`config.mk`:
```
export PLATFORM = sky130hd
export DESIGN_NAME = ddr_tx_sched
export DESIGN_NICKNAME = d
export VERILOG_FILES = /design/src/rtl/ddr_tx_sched.sv
export SDC_FILE = /design/constraint.sdc
export NUM_CORES = 1
export LEC_CHECK = 0
export BUFFER_PORTS_ARGS = -buffer_cell sky130_fd_sc_hd__buf_2
export CAP_MARGIN = 0
export CORE_MARGIN = 3
export CORE_UTILIZATION = 40
export CTS_BUF_LIST = sky130_fd_sc_hd__clkbuf_4
export DETAILED_ROUTE_END_ITERATION = 7
export MAX_ROUTING_LAYER = met4
export PLACE_DENSITY = 0.66
export SLEW_MARGIN = 20
export SYNTH_ARGS = -nofsm -noshare
export SYNTH_HDL_FRONTEND = slang
export SYNTH_SLANG_ARGS = --single-unit
```
`constraint.sdc`:
```
create_clock -name clk -period 1.7 [get_ports clk]
set_clock_uncertainty 0.05 [all_clocks]
set_input_delay 0.34 -clock clk [delete_from_list [all_inputs] [get_ports clk]]
set_output_delay 0.34 -clock clk [all_outputs]
set_load 0.02 [all_outputs]
```
`src/rtl/ddr_tx_sched.sv`:
```
// Two-requester word scheduler feeding one ODDR2 pin: arbitrates per word, sends two bits per clock MSB first.
// Latency: the first pair appears one clock after acceptance; a word lasts DATA_W/2 clocks (+1 parity clock with DDR_TX_PARITY_EN).
// Backpressure: one ready per word, offered only in the ready window; a requester holds valid until it sees ready.
module ddr_tx_sched #(
   parameter int DATA_W     = 8,
   parameter bit IDLE_LEVEL = 1'b0,
   parameter bit PRIO_FIXED = 1'b0
) (
   input  logic              clk,
   input  logic              reset,
   input  logic [DATA_W-1:0] a_data,
   input  logic              a_valid,
   output logic              a_ready,
   input  logic [DATA_W-1:0] b_data,
   input  logic              b_valid,
   output logic              b_ready,
   output logic              oddr_d0,
   output logic              oddr_d1,
   output logic              oddr_ce,
   output logic              oddr_r,
   output logic              busy,
   output logic              grant_b,
   output logic              word_start
);

   localparam int NPAIR = DATA_W / 2;
   localparam int CNT_W = (NPAIR > 1) ? $clog2(NPAIR) : 1;
   localparam logic [CNT_W-1:0] CNT_LAST = CNT_W'(NPAIR - 1);

   typedef enum logic [1:0] {S_IDLE, S_SHIFT, S_PAR} state_t;

   state_t            state_q, state_d;
   logic [CNT_W-1:0]  cnt_q, cnt_d;
   logic [DATA_W-1:0] sh_q, sh_d;        // bits still to be sent, next pair at the top
   logic              grant_b_q, grant_b_d;
   logic              last_grant_q, last_grant_d;  // 1 = B was granted last
   logic              d0_q, d0_d;
   logic              d1_q, d1_d;
   logic              ce_q, ce_d;
   logic              busy_q, busy_d;
   logic              ws_q, ws_d;
   logic              oddr_r_q, oddr_r_d;
`ifdef DDR_TX_PARITY_EN
   logic              par_q, par_d;
`endif

   logic              win;
   logic              a_pref;
   logic              a_rdy_c, b_rdy_c;
   logic              accept;
   logic [DATA_W-1:0] sel_data;

   // State and output registers; reset discards any word in flight
   always_ff @(posedge clk or posedge reset) begin
      if (reset) begin
         state_q      <= S_IDLE;
         cnt_q        <= '0;
         sh_q         <= '0;
         grant_b_q    <= 1'b0;
         last_grant_q <= 1'b1;
         d0_q         <= IDLE_LEVEL;
         d1_q         <= IDLE_LEVEL;
         ce_q         <= 1'b0;
         busy_q       <= 1'b0;
         ws_q         <= 1'b0;
         oddr_r_q     <= 1'b1;
`ifdef DDR_TX_PARITY_EN
         par_q        <= 1'b0;
`endif
      end else begin
         state_q      <= state_d;
         cnt_q        <= cnt_d;
         sh_q         <= sh_d;
         grant_b_q    <= grant_b_d;
         last_grant_q <= last_grant_d;
         d0_q         <= d0_d;
         d1_q         <= d1_d;
         ce_q         <= ce_d;
         busy_q       <= busy_d;
         ws_q         <= ws_d;
         oddr_r_q     <= oddr_r_d;
`ifdef DDR_TX_PARITY_EN
         par_q        <= par_d;
`endif
      end
   end

   // Ready window and arbitration: A wins a conflict if fixed priority or B had the last word
   always_comb begin
      win = 1'b0;
      case (state_q)
         S_IDLE:  win = 1'b1;
`ifdef DDR_TX_PARITY_EN
         S_SHIFT: win = 1'b0;
         S_PAR:   win = 1'b1;
`else
         S_SHIFT: win = (cnt_q == CNT_LAST);
         S_PAR:   win = 1'b0;
`endif
         default: win = 1'b0;
      endcase
      a_pref  = PRIO_FIXED || last_grant_q;
      a_rdy_c = win && !reset && a_valid && (!b_valid || a_pref);
      b_rdy_c = win && !reset && b_valid && (!a_valid || !a_pref);
   end

   // Next state: a new word takes priority, otherwise step through pairs, then parity, then idle
   always_comb begin
      accept       = a_rdy_c || b_rdy_c;
      sel_data     = b_rdy_c ? b_data : a_data;
      state_d      = state_q;
      cnt_d        = cnt_q;
      sh_d         = sh_q;
      grant_b_d    = grant_b_q;
      last_grant_d = last_grant_q;
      d0_d         = IDLE_LEVEL;
      d1_d         = IDLE_LEVEL;
      ce_d         = 1'b0;
      busy_d       = 1'b0;
      ws_d         = 1'b0;
      oddr_r_d     = 1'b0;
`ifdef DDR_TX_PARITY_EN
      par_d        = par_q;
`endif
      if (accept) begin
         state_d      = S_SHIFT;
         cnt_d        = '0;
         sh_d         = sel_data << 2;
         grant_b_d    = b_rdy_c;
         last_grant_d = b_rdy_c;
         d0_d         = sel_data[DATA_W-1];
         d1_d         = sel_data[DATA_W-2];
         ce_d         = 1'b1;
         busy_d       = 1'b1;
         ws_d         = 1'b1;
`ifdef DDR_TX_PARITY_EN
         par_d        = ^sel_data;
`endif
      end else begin
         case (state_q)
            S_SHIFT: begin
               if (cnt_q != CNT_LAST) begin
                  cnt_d  = cnt_q + CNT_W'(1);
                  d0_d   = sh_q[DATA_W-1];
                  d1_d   = sh_q[DATA_W-2];
                  sh_d   = sh_q << 2;
                  ce_d   = 1'b1;
                  busy_d = 1'b1;
               end else begin
`ifdef DDR_TX_PARITY_EN
                  state_d = S_PAR;
                  d0_d    = par_q;
                  d1_d    = grant_b_q;
                  ce_d    = 1'b1;
                  busy_d  = 1'b1;
`else
                  state_d = S_IDLE;
`endif
               end
            end
            S_PAR:   state_d = S_IDLE;
            default: state_d = S_IDLE;
         endcase
      end
   end

   // Output mapping
   always_comb begin
      a_ready    = a_rdy_c;
      b_ready    = b_rdy_c;
      oddr_d0    = d0_q;
      oddr_d1    = d1_q;
      oddr_ce    = ce_q;
      oddr_r     = oddr_r_q;
      busy       = busy_q;
      grant_b    = grant_b_q;
      word_start = ws_q;
   end

endmodule
```
==> results.md <==
* Placer Congestion at between 0.8 and 0.9
* Count leader, synth: dfrtp_1
* Die H at about 50 um
* Post-DP HPWL at about 1100 um
* FMAX at 0.5853 GHz
* Primary FF master, synth: dfrtp_1
* Global-route wire length before repair at around 2900 um
* Asr flop ratio synth at 100.0%
* Via-to-Cell Ratio at about 4.7
* Post-route cell area at ~1100 sq um
* Pwr Density at between 1500 and 2000 nW/um^2
* Total congestion overflow at 0
* Post-synthesis cell type count at 26
* Die Wd at around 50 um
* Commonest cells in the netlist: dfrtp_1, mux2i_1, inv_1
* Status: finished with violations
* Rows at 15
* Gate power share at between 50% and 60%
* CP arrival at between 1 and 1.5 ns
* Post-DRT Antenna Nets at 0
* Final setup viols at 1
* Worst-skew pair later-pin latency at between 0.2 and 0.3 ns
* DP Area at between 900 and 1000 sq um
* Final cell count without fillers at 130
* P&R area growth vs syn at 42.93%
* Routed len/inst at around 13 um
* Post-Route WL at 1649 um
* Critical path peak fanout at 3
* Post-synth EDFFs at 0
* Clock Power Share at 12.4%
* Initial antenna violation count at 0
* Top-Level Pins at 29
* Internal Power at approximately 0.0011 W
* Critical path endpoint category: primary output
* Maxcap violations at 0
* Die Footprint at approximately 2500 sq um
* Net Count, Synth at 86
* # diodes at 0
* Static Leak at about 0.55 nW
* Starting density of the core at between 40% and 50%
* DRT iter0 DRCs at 12
* # nets final at ~130
* Final Slew Violations at 0
* Core area at around 1800 sq um
* Yosys reg bits at 16
* DR pass1 iterations at 4
* Fin crit share at 100.5%
* Multi-input logic area at ~350 sq um
* Sequential area share after synthesis at 52.96%
* Final hold slack at 0.1554 ns
* I/O Buffers at 28
* Worst EP required at 1.31 ns
* Worst Hold Class: in2async
* Via count at ~620
* RSZ-0062 raised after global routing: true
* CTS tree: done
* Cell count after synthesis at 65
* Vias in the first global route at ~620
* Share of post-route cells with drive strength above 1 at a little over half
* IR drop worst, VDD at just under 900 uV
* Startpoint Class: register
* Root Buffer: clkbuf_4
* Setup WS post-layout at -0.008518 ns
* Synth top area cells: dfrtp_1, mux2i_1, dfstp_2, inv_1, mux2_2
* Sink Count at 16
* Pre-CTS setup slack at about 0.14 ns
* # fillers at 170
* Sw Ratio at between 30 and 40%
* Post-Synthesis Cell Area at about 760 sq um
* Num CTS Buffers at 3
* Power Total at about 0.0018 W
* Sequential cell area at between 400 and 500 sq um
* Final Critical Period at 1.709 ns
* CTS Hold Bufs at 0
* Clock Path Buffers at 2
* H-tree depth at 1
* CP Class: reg2out
* Placed Instances at approximately 120
* Yosys top cell area share at 46.05%
* Total track usage at roughly 16%
* DRC violation count after routing at 0
* Largest area contributor in the netlist: dfrtp_1
* Largest net degree at the start of global routing at 11
* Synth Warn # at 0
* Final Hold Fails at 0
* Mean area per synthesized cell at ~12 sq um
* Psw at 0.0006557 W
* Clock Pin Slew Worst Setup and Hold Paths at about 0.08 ns
* Register share of total power at 36.3%
* Failing checks: setup timing
[worst max-delay path, cell delays in order (launching register included)]
cell	delay (ns)
dfrtp_1	0.39
ha_2	0.19
nand2b_4	0.16
and3_4	0.18
buf_6	0.12
[cells by family (layout without fill, tap and decap cells)]
group                    after synthesis  in the layout  synth area share, %
flip-flops                            16             16                52.96
AND/OR/NAND/NOR                       13             13                10.03
AO/OA/AOI/OAI                         12             12                12.99
multiplexers                          11             11                14.80
buffers and inverters                 11             51                7.072
adder cells (fa/ha/maj)                1              1                1.644
other                                  1              1               0.4929
[power by group through the flow]
stage / logic [W] / clock network, W / registers (W)
floorplan: 0.000469 / 0 / 0.000698
global placement: 0.000700 / 0 / 0.000635
detailed placement: 0.000713 / 0 / 0.000641
CTS: 0.000837 / 0.000235 / 0.000642
global route: 0.00101 / 0.000250 / 0.000665
finish: 0.000910 / 0.000220 / 0.000644
[registers in the layout, indices dropped and copies added, names as in the netlist]
register and cells:
sh_q 6, cnt_q 2, a_pref 1, busy 1, grant_b 1, oddr_d0 1
oddr_d1 1, oddr_r 1, state_q 1, word_start 1
[through the flow]
step | utilization (%) | setup TNS [ns]
detailed placement | 53.19 | 0
global placement | 53.19 | 0
global route | 61.63 | -0.1863
finish | 61.63 | -0.008518
floorplan | - | 0
CTS | 58.87 | -0.01348
[cell usage in the layout, fill, tap and decap left out, drive strengths merged]
cell     n
mux2i    9
clkbuf   4
a21o     2
a222oi   2
nor2     3
nand2b   1
and2b    1
o21a     1
conb     1
and4     1
o21ai    1
ha       1
a21oi    1
dfstp    2
a221oi   2
dfrtp   14
nand2    4
a21boi   1
and3     1
nand3    1
inv      8
mux2     2
buf     39
nor3     1
a22o     2
[metal layers]
layer | up-vias | share of wire (%) | track usage [%]
met5 | - | 0 | -
met4 | 0 | 0.73 | 6.912
met3 | 2 | 6.8 | 5.438
met2 | 27 | 51 | 25.99
met1 | 278 | 41 | 17.62
li1 | 310 | - | -
[final cells by class]
| class | count | share of cell area (%) |
|---|---|---|
| flip-flops and latches | 16 | 37.05 |
| well taps | 25 | 2.877 |
| clock buffers | 4 | 2.762 |
| inverters | 8 | 2.762 |
| multi-input cells | 38 | 32.11 |
| repair buffers | 39 | 22.44 |
[path summary, 6_finish.rpt]
check,endpoint,from,cells after the start,slack (ns)
max,b_ready,cnt_q[1]$_DFFE_PP0P_,4,-0.009
min,busy$_DFF_PP0_,reset,3,0.16
max reg2reg,sh_q[5]$_DFFE_PP0P_,cnt_q[1]$_DFFE_PP0P_,6,0.09
min reg2reg,grant_b$_DFFE_PP0P_,grant_b$_DFFE_PP0P_,1,0.43
max in group asynchronous,oddr_r$_DFF_PP1_,reset,3,1.25
min in group clk,sh_q[2]$_DFFE_PP0P_,a_data[0],3,0.30
[timing repair]
action	4_1_cts	5_1_grt
hold endpoints to repair	0	0
setup buffers	3	4
setup endpoints to repair	2	5
gates resized for setup	10	1
pin swaps	1	1
Power figures use the tool's default switching activity.
